### config.mk
export PLATFORM = sky130hd
export DESIGN_NAME = fsm_step_4
export DESIGN_NICKNAME = d
export VERILOG_FILES = /design/src/rtl/fsm_step_4.sv
export SDC_FILE = /design/constraint.sdc
export NUM_CORES = 1
export LEC_CHECK = 0
export BUFFER_PORTS_ARGS = -buffer_cell sky130_fd_sc_hd__buf_2
export CORE_ASPECT_RATIO = 0.7
export CORE_MARGIN = 4
export CORE_UTILIZATION = 40
export CTS_CLUSTER_DIAMETER = 60
export DETAILED_ROUTE_END_ITERATION = 7
export GPL_TIMING_DRIVEN = 0
export MAX_ROUTING_LAYER = met4
export PLACE_DENSITY = 0.69
export SYNTH_ARGS = -nofsm -noshare
export SYNTH_HDL_FRONTEND = slang
export SYNTH_SLANG_ARGS = --single-unit
export TNS_END_PERCENT = 30
### constraint.sdc
create_clock -name clk -period 1.8 [get_ports clk]
set_input_delay 0.27 -clock clk [delete_from_list [all_inputs] [get_ports clk]]
set_output_delay 0.27 -clock clk [all_outputs]
set_load 0.02 [all_outputs]
### src/rtl/fsm_step_4.sv
// fsm_step_4 -- memory-access stage controller of the multi-cycle CPU.
//
// Accepts one instruction per cycle from the execute step. Non-memory
// instructions are forwarded to step 5 on the next cycle. lw (100011) and
// sw (101011) run a req/ack handshake with data memory, stalling upstream
// until the access completes, and are then forwarded to step 5.
//
// Optional feature: define MEM_TIMEOUT_EN to abort a request that stays
// unacknowledged for TIMEOUT_CYCLES cycles (sets sticky mem_error).
//
// Ports:
//   clk, rst                 clock, synchronous active-high reset
//   valid_in                 upstream presents an instruction
//   opcode_step_4            opcode of presented instruction
//   alu_result_step_4        ALU result / memory address
//   rt_data_step_4           store data
//   stall                    upstream must hold (state is WAIT)
//   mem_req/mem_we           memory request / write enable
//   mem_addr/mem_wdata       memory address / store data
//   mem_rdata/mem_ack        load data / access complete
//   valid_out                one-cycle pulse, step-5 outputs updated
//   opcode_step_5            forwarded opcode
//   mem_data_step_5          loaded word
//   alu_result_step_5        forwarded ALU result
//   mem_error                sticky timeout flag (0 without MEM_TIMEOUT_EN)

module fsm_step_4 #(
    parameter int unsigned TIMEOUT_CYCLES = 16
) (
    input  logic        clk,
    input  logic        rst,
    input  logic        valid_in,
    input  logic [5:0]  opcode_step_4,
    input  logic [31:0] alu_result_step_4,
    input  logic [31:0] rt_data_step_4,
    output logic        stall,
    output logic        mem_req,
    output logic        mem_we,
    output logic [31:0] mem_addr,
    output logic [31:0] mem_wdata,
    input  logic [31:0] mem_rdata,
    input  logic        mem_ack,
    output logic        valid_out,
    output logic [5:0]  opcode_step_5,
    output logic [31:0] mem_data_step_5,
    output logic [31:0] alu_result_step_5,
    output logic        mem_error
);

    localparam logic [5:0] OP_LW = 6'b100011;
    localparam logic [5:0] OP_SW = 6'b101011;

    typedef enum logic {
        S_IDLE,
        S_WAIT
    } state_t;

    state_t state;
    logic   is_mem_op;

    assign is_mem_op = (opcode_step_4 == OP_LW) || (opcode_step_4 == OP_SW);
    assign stall     = (state == S_WAIT);

`ifdef MEM_TIMEOUT_EN
    localparam logic [7:0] TMO_LAST = 8'(TIMEOUT_CYCLES - 1);

    logic [7:0] tmo_cnt;
    logic       tmo_expire;

    // Expiry is the WAIT cycle whose edge would bring the count to
    // TIMEOUT_CYCLES; an ack on that same edge still takes priority.
    assign tmo_expire = (tmo_cnt == TMO_LAST);
`else
    logic [7:0] unused_tmo_cfg;

    assign unused_tmo_cfg = 8'(TIMEOUT_CYCLES);
    assign mem_error      = 1'b0;
`endif

    always_ff @(posedge clk) begin
        if (rst) begin
            state             <= S_IDLE;
            mem_req           <= 1'b0;
            mem_we            <= 1'b0;
            mem_addr          <= '0;
            mem_wdata         <= '0;
            valid_out         <= 1'b0;
            opcode_step_5     <= '0;
            mem_data_step_5   <= '0;
            alu_result_step_5 <= '0;
`ifdef MEM_TIMEOUT_EN
            tmo_cnt           <= '0;
            mem_error         <= 1'b0;
`endif
        end else begin
            valid_out <= 1'b0;
            case (state)
                S_IDLE: begin
                    if (valid_in) begin
                        if (is_mem_op) begin
                            mem_req   <= 1'b1;
                            mem_we    <= (opcode_step_4 == OP_SW);
                            mem_addr  <= alu_result_step_4;
                            mem_wdata <= rt_data_step_4;
                            state     <= S_WAIT;
`ifdef MEM_TIMEOUT_EN
                            tmo_cnt   <= '0;
`endif
                        end else begin
                            opcode_step_5     <= opcode_step_4;
                            alu_result_step_5 <= alu_result_step_4;
                            valid_out         <= 1'b1;
                        end
                    end
                end
                S_WAIT: begin
                    // The pending opcode is recovered from mem_we and the
                    // ALU result from the latched address, so no extra
                    // copy of the instruction is kept while waiting.
                    if (mem_ack) begin
                        mem_req           <= 1'b0;
                        state             <= S_IDLE;
                        opcode_step_5     <= mem_we ? OP_SW : OP_LW;
                        alu_result_step_5 <= mem_addr;
                        if (!mem_we) begin
                            mem_data_step_5 <= mem_rdata;
                        end
                        valid_out         <= 1'b1;
                    end
`ifdef MEM_TIMEOUT_EN
                    else if (tmo_expire) begin
                        mem_req           <= 1'b0;
                        state             <= S_IDLE;
                        opcode_step_5     <= mem_we ? OP_SW : OP_LW;
                        alu_result_step_5 <= mem_addr;
                        mem_data_step_5   <= '0;
                        valid_out         <= 1'b1;
                        mem_error         <= 1'b1;
                    end else begin
                        tmo_cnt <= tmo_cnt + 8'd1;
                    end
`endif
                end
                default: begin
                    state   <= S_IDLE;
                    mem_req <= 1'b0;
                end
            endcase
        end
    end

endmodule

==> flow_summary.json, run 1 <==
{
  "yosysTopAreaCell": "dfxtp_1",
  "layout-drive-gt1-share_pct": 37.9,
  "postRouteAntennaNets": 0,
  "finalClockSkew_ps": 9.76,
  "yosysUniqueCellTypes": 29,
  "antenna_found_initial": 0,
  "clk_latency_ps": 410,
  "hold_viol_final": 0,
  "p_per_area_nw_per_um2": 985,
  "initial_core_util_pct": 41.3,
  "status": "complete, no violations",
  "cts_tree": "built",
  "initialDrtViolationCount": 414,
  "grt_pass1_vias": 5839,
  "gr-total-overflow": 0,
  "numCtsBuffers": 17,
  "slowest_delay_ps": 360,
  "ctsRootBufferMaster": "clkbuf_16",
  "grt_pass1_wl_mm": 31.7,
  "clk_pin_slew_ps": 60,
  "globalplace.congestion": 0.844,
  "remaining_drc_errors": 0,
  "path_max_fanout": 10,
  "dp_hpwl_mm": 14.5,
  "dpl_worst_slack_ps": -157,
  "grt_usage_pct": 24.5,
  "arrival_ps": 2010,
  "timing.max_cap.violations": 0,
  "post-route-period-util_pct": 96.7,
  "r2r_setup_slack_ps": 60,
  "first_pass_iters": 5,
  "grt_setup_unrepaired": "true",
  "post_cts_buffers": 0,
  "path_cells": "buf_4 > buf_6 > buf_6 > mux2_2 > a311oi_1 > a211oi_1",
  "hold_path.class": "input port to flip-flop",
  "crit_path_start_kind": "flip-flop",
  "clkSinkCount": 138,
  "ys_seq_elements": 138,
  "syn_area_per_cell_sq_um": 8.66,
  "fmax_mhz": 575,
  "routed_wl_mm": 20.0,
  "crit_family": "buffers and inverters",
  "vdd_drop_max_mv": 0.682,
  "worst_pin_slew_ps": 697,
  "synth_nets": 776,
  "crit_buf_inv": 3,
  "max_slew_margin_pct": 53.5,
  "netlist_area_sq_um": 5800,
  "die_area_sq_um": 16500,
  "setup_viol": 0,
  "end_kind": "flip-flop",
  "port_buffers": 243,
  "syn2layout_area_growth_pct": 36.8,
  "via_per_inst": 5.21,
  "period_needed_ps": 1740,
  "fillers": 1344,
  "wire_per_inst_um": 17.6,
  "final_max_slew_viol_count": 0,
  "fp.coreArea_sq_um": 14100,
  "fin_ws_ps": 59.4,
  "synth_area_leaders": "dfxtp_1, a21oi_1, mux2_2",
  "grt_max_degree": 17,
  "synth_warnings": 0,
  "final_core_util_pct": 56.5,
  "crit_slowest_cell": "mux2_2",
  "dp_cells": 1103,
  "htreeDepth": 4,
  "worstPathRequired_ps": 2070,
  "die_h_um": 109,
  "syn_inst": 670,
  "synth_seq_area_share_pct": 47.6,
  "die_w_um": 152,
  "pin_count": 245,
  "clock_path_buffers": 2,
  "netlist.area_leader.share_pct": 47.6,
  "vias": 5915,
  "p_leak_nw": 3.36,
  "fin_nets": 1038,
  "num_antenna_cells": 0,
  "num_rows": 36,
  "crit_top_cell": "buf_6",
  "crit_type": "flip-flop to flip-flop",
  "fin_setup_tns_ps": 0,
  "final-instance-count-excl-fill": 1135
}
[where the power goes]
group / leakage, nW / total (mW) / internal, mW / switching [mW]
Clock: 0.315 / 3.89 / 2.47 / 1.41
Combinational: 1.92 / 0.754 / 0.282 / 0.472
Sequential: 1.12 / 3.18 / 3.13 / 0.0425
Total: 3.36 / 7.82 / 5.89 / 1.93
[cells in the mapped netlist]
cell type	instances
nor3b_1	1
nand2b_1	4
conb_1	1
o21ai_0	67
clkbuf_1	45
nor2_1	4
a311oi_1	33
inv_1	36
dfxtp_1	138
a31oi_1	1
and4b_1	1
a31o_1	1
or3b_1	1
buf_1	2
nand3b_1	3
mux2_2	33
and2_1	1
buf_4	3
nand4b_1	1
buf_6	4
buf_2	20
and3b_1	1
nor2b_1	1
nand2_1	67
a211oi_2	12
mux2i_4	1
a21oi_1	99
nand3_1	65
a211oi_1	24
[final timing paths]
kind,start,end,depth (start not counted)
worst max-delay path,stall,alu_result_step_5[22],6
worst min-delay path,mem_rdata[31],mem_data_step_5[31],3
worst max register to register,stall,alu_result_step_5[22],6
worst min register to register,mem_data_step_5[8],mem_data_step_5[8],2
[layer usage]
metal | global-route usage [%] | vias up | share of wire, %
li1 | - | 2916 | -
met1 | 34.3 | 2733 | 48
met2 | 36.7 | 255 | 44
met3 | 5.43 | 11 | 7.1
met4 | 5.07 | 0 | 0.83
met5 | - | - | 0
[layout by cell type (no fill, tap or decap), types with 5 or more instances in the layout]
master,instances
nand3_1,65
clkbuf_16,17
a311oi_1,33
a211oi_2,12
clkbuf_1,36
bufinv_16,5
mux2_2,33
inv_1,36
a211oi_1,24
buf_6,7
buf_2,260
o21ai_0,67
clkbuf_2,10
a21oi_1,99
dfxtp_1,138
nand2_1,66
[layout make-up]
cell class / instances / area (sq um) / area share (%)
plain buffers: 74 / 375 / 4.73
clock inverters: 14 / 220 / 2.77
clock buffers: 18 / 429 / 5.41
well taps: 190 / 238 / 2.99
flip-flops and latches: 138 / 2760 / 34.8
multi-input cells: 422 / 2560 / 32.3
inverters: 36 / 135 / 1.70
repair buffers: 243 / 1220 / 15.3
[tightest hold or removal path, stage by stage]
cell and delay [ps]:
buf_2 100, nand2_1 40, a21oi_1 50
[cell families (layout without fill, tap and decap cells)]
group | count (synthesis) | after routing | share of synthesized area (%)
compound gates | 237 | 237 | 25.3
buf+inv | 110 | 385 | 8.26
flops | 138 | 138 | 47.6
mux | 34 | 34 | 6.79
other cells | 1 | 1 | 0.0646
simple gates | 150 | 150 | 12.0
[state kept, by name, indices dropped and copies added (netlist names)]
| signal | count |
|---|---|
| mem_data_step_5 | 32 |
| opcode_step_5 | 6 |
| mem_we | 1 |
| mem_req | 1 |
| mem_addr | 32 |
| stall | 1 |
| valid_out | 1 |
| alu_result_step_5 | 32 |
| mem_wdata | 32 |
[stage by stage]
step	total power, mW	cell area [sq um]	hold slack (ps)
3_5_place_dp	3.99	7250	444
2_1_floorplan	3.66	5800	406
5_1_grt	8.08	7940	95.5
6_report	7.82	7940	101
3_3_place_gp	3.99	7250	438
4_1_cts	7.88	7910	86.4
[what timing repair did]
item / CTS / global route
gates resized for setup: 4 / 22
pin swaps: 1 / 0
endpoints found under the setup margin: 93 / 68
hold buffers: 0 / 0
Note: power is estimated with default switching activity, not from simulation.
==> run 2: changes to the inputs <==
--- a/config.mk
+++ b/config.mk
@@ -7,12 +7,13 @@
 export LEC_CHECK = 0
 export BUFFER_PORTS_ARGS = -buffer_cell sky130_fd_sc_hd__buf_2
-export CORE_ASPECT_RATIO = 0.7
+export CELL_PAD_IN_SITES_DETAIL_PLACEMENT = 1
+export CELL_PAD_IN_SITES_GLOBAL_PLACEMENT = 2
 export CORE_MARGIN = 4
-export CORE_UTILIZATION = 40
+export CORE_UTILIZATION = 27
 export CTS_CLUSTER_DIAMETER = 60
 export DETAILED_ROUTE_END_ITERATION = 7
 export GPL_TIMING_DRIVEN = 0
 export MAX_ROUTING_LAYER = met4
-export PLACE_DENSITY = 0.69
+export PLACE_DENSITY_LB_ADDON = 0.1
 export SYNTH_ARGS = -nofsm -noshare
 export SYNTH_HDL_FRONTEND = slang
==> constraint.sdc (replaced) <==
create_clock -name clk -period 1.8 [get_ports clk]
set_input_delay 0.18 -clock clk [delete_from_list [all_inputs] [get_ports clk]]
set_output_delay 0.18 -clock clk [all_outputs]
set_load 0.02 [all_outputs]
==> flow_summary.json, run 2 (same netlist as run 1, synthesis figures left out) <==
{
  "status": "complete, no violations",
  "clkSinkCount": 138,
  "gr-total-overflow": 0,
  "path_max_fanout": 10,
  "post_cts_buffers": 0,
  "htreeDepth": 4,
  "layout_commonest_cell": "buf_2",
  "r2r_cells": 6,
  "final_max_slew_viol_count": 0,
  "numCtsBuffers": 17,
  "die_w_um": 155,
  "fmax_mhz": 584,
  "routed_wl_mm": 23.7,
  "r2r_setup_slack_ps": 90,
  "antenna_found_initial": 6,
  "hold_depth": 3,
  "post-route-period-util_pct": 95.1,
  "arrival_ps": 2040,
  "hold_path.class": "input port to flip-flop",
  "hold_viol_final": 0,
  "grt_usage_pct": 19.9,
  "cts_tree": "built",
  "fin_total_pwr_mw": 7.94,
  "fin_nets": 1091,
  "clock_path_buffers": 2,
  "postRouteAntennaNets": 0,
  "end_kind": "flip-flop",
  "hp-start": "mem_rdata[29]",
  "grt_pass1_wl_mm": 36.6,
  "rr_endpoint": "alu_result_step_5[29]",
  "vias": 6203,
  "grt_pass1_vias": 6799,
  "worst_pin_slew_ps": 809,
  "final-instance-count-excl-fill": 1278,
  "finalClockSkew_ps": 5.77,
  "dp_cells": 1188,
  "globalplace.congestion": 0.806,
  "fp.coreArea_sq_um": 21100,
  "period_needed_ps": 1710,
  "layout-drive-gt1-share_pct": 35.7,
  "ctsRootBufferMaster": "clkbuf_16",
  "num_rows": 53,
  "timing.max_cap.violations": 0,
  "crit_type": "flip-flop to flip-flop",
  "reg2reg_from": "stall",
  "port_buffers": 243,
  "hold_ws_ps": 19.7,
  "grt_max_degree": 17,
  "pin_count": 245,
  "via_per_inst": 4.85,
  "die_area_sq_um": 23900,
  "die_h_um": 155,
  "hold_end": "mem_data_step_5[29]",
  "dp_hpwl_mm": 17.4,
  "remaining_drc_errors": 0,
  "grt_setup_unrepaired": "true",
  "initial_core_util_pct": 27.5,
  "fillers": 2524,
  "setup_viol": 0,
  "seqCellArea_sq_um": 2760,
  "clk_pin_slew_ps": 60,
  "clk_latency_ps": 420,
  "layout_common_cells": "buf_2, dfxtp_1, a21oi_1",
  "p_per_area_nw_per_um2": 923,
  "multi_input_area_sq_um": 2570,
  "vdd_drop_max_mv": 0.621,
  "initialDrtViolationCount": 301,
  "worstPathRequired_ps": 2130,
  "wire_per_inst_um": 18.6,
  "first_pass_iters": 4,
  "crit_path_start_kind": "flip-flop",
  "syn2layout_area_growth_pct": 48.4,
  "max_slew_margin_pct": 46.0,
  "p_leak_nw": 3.58
}
[run 2: routing by layer]
| layer | global-route usage [%] | part of all wire (%) | vias up |
|---|---|---|---|
| li1 | - | - | 3017 |
| met1 | 23.3 | 43 | 2968 |
| met2 | 33.7 | 50 | 195 |
| met3 | 5.23 | 6.1 | 23 |
| met4 | 5.97 | 1.5 | 0 |
| met5 | - | 0 | - |
[run 2: cell type report]
type / instances / share of cell area, %
inverter: 36 / 1.57
clock inverter: 11 / 2.25
timing repair buffer: 297 / 20.4
antenna: 6 / 0.174
multi-input combinational: 422 / 29.9
tap: 275 / 4.00
clock buffer: 20 / 5.30
sequential: 138 / 32.1
buffer: 73 / 4.35
[run 2: timing repair]
action,in CTS,in global routing
hold endpoints to repair,54,0
resized for setup,1,27
gates cloned,0,0
hold buffers,54,0
setup endpoints to repair,96,89
[run 2: where the power goes]
part | total [mW] | internal (mW) | switching (mW)
logic | 0.869 | 0.360 | 0.509
registers | 3.18 | 3.13 | 0.0421
clock network | 3.90 | 2.53 | 1.37
total | 7.94 | 6.02 | 1.92
[run 2: worst max path at each step]
stage | start | endpoint | slack [ps] | cells after the start
3_3_place_gp | stall | mem_wdata[2] | -90 | 6
5_1_grt | stall | mem_addr[0] | -40 | 6
2_1_floorplan | stall | alu_result_step_5[24] | 90 | 6
6_report | stall | alu_result_step_5[29] | 90 | 6
3_5_place_dp | stall | mem_addr[18] | -170 | 6
4_1_cts | stall | alu_result_step_5[26] | -90 | 6
[run 2: metrics by stage]
step | TNS (ps) | util [%] | worst slack, ps | area, sq um
4_1_cts | -1150 | 40.6 | -89.5 | 8550
3_3_place_gp | -876 | 34.9 | -93.4 | 7360
3_5_place_dp | -5640 | 34.9 | -166 | 7360
2_1_floorplan | 0 | - | 93.1 | 5800
5_1_grt | -137 | 40.8 | -36.0 | 8610
6_report | 0 | 40.8 | 89.1 | 8610
[run 2: worst max-delay path, cell delays in order (launching register included)]
cell	delay [ps]
dfxtp_1	330
buf_4	160
nand2_1	250
a31o_1	320
buf_6	150
buf_6	150
a211oi_1	260
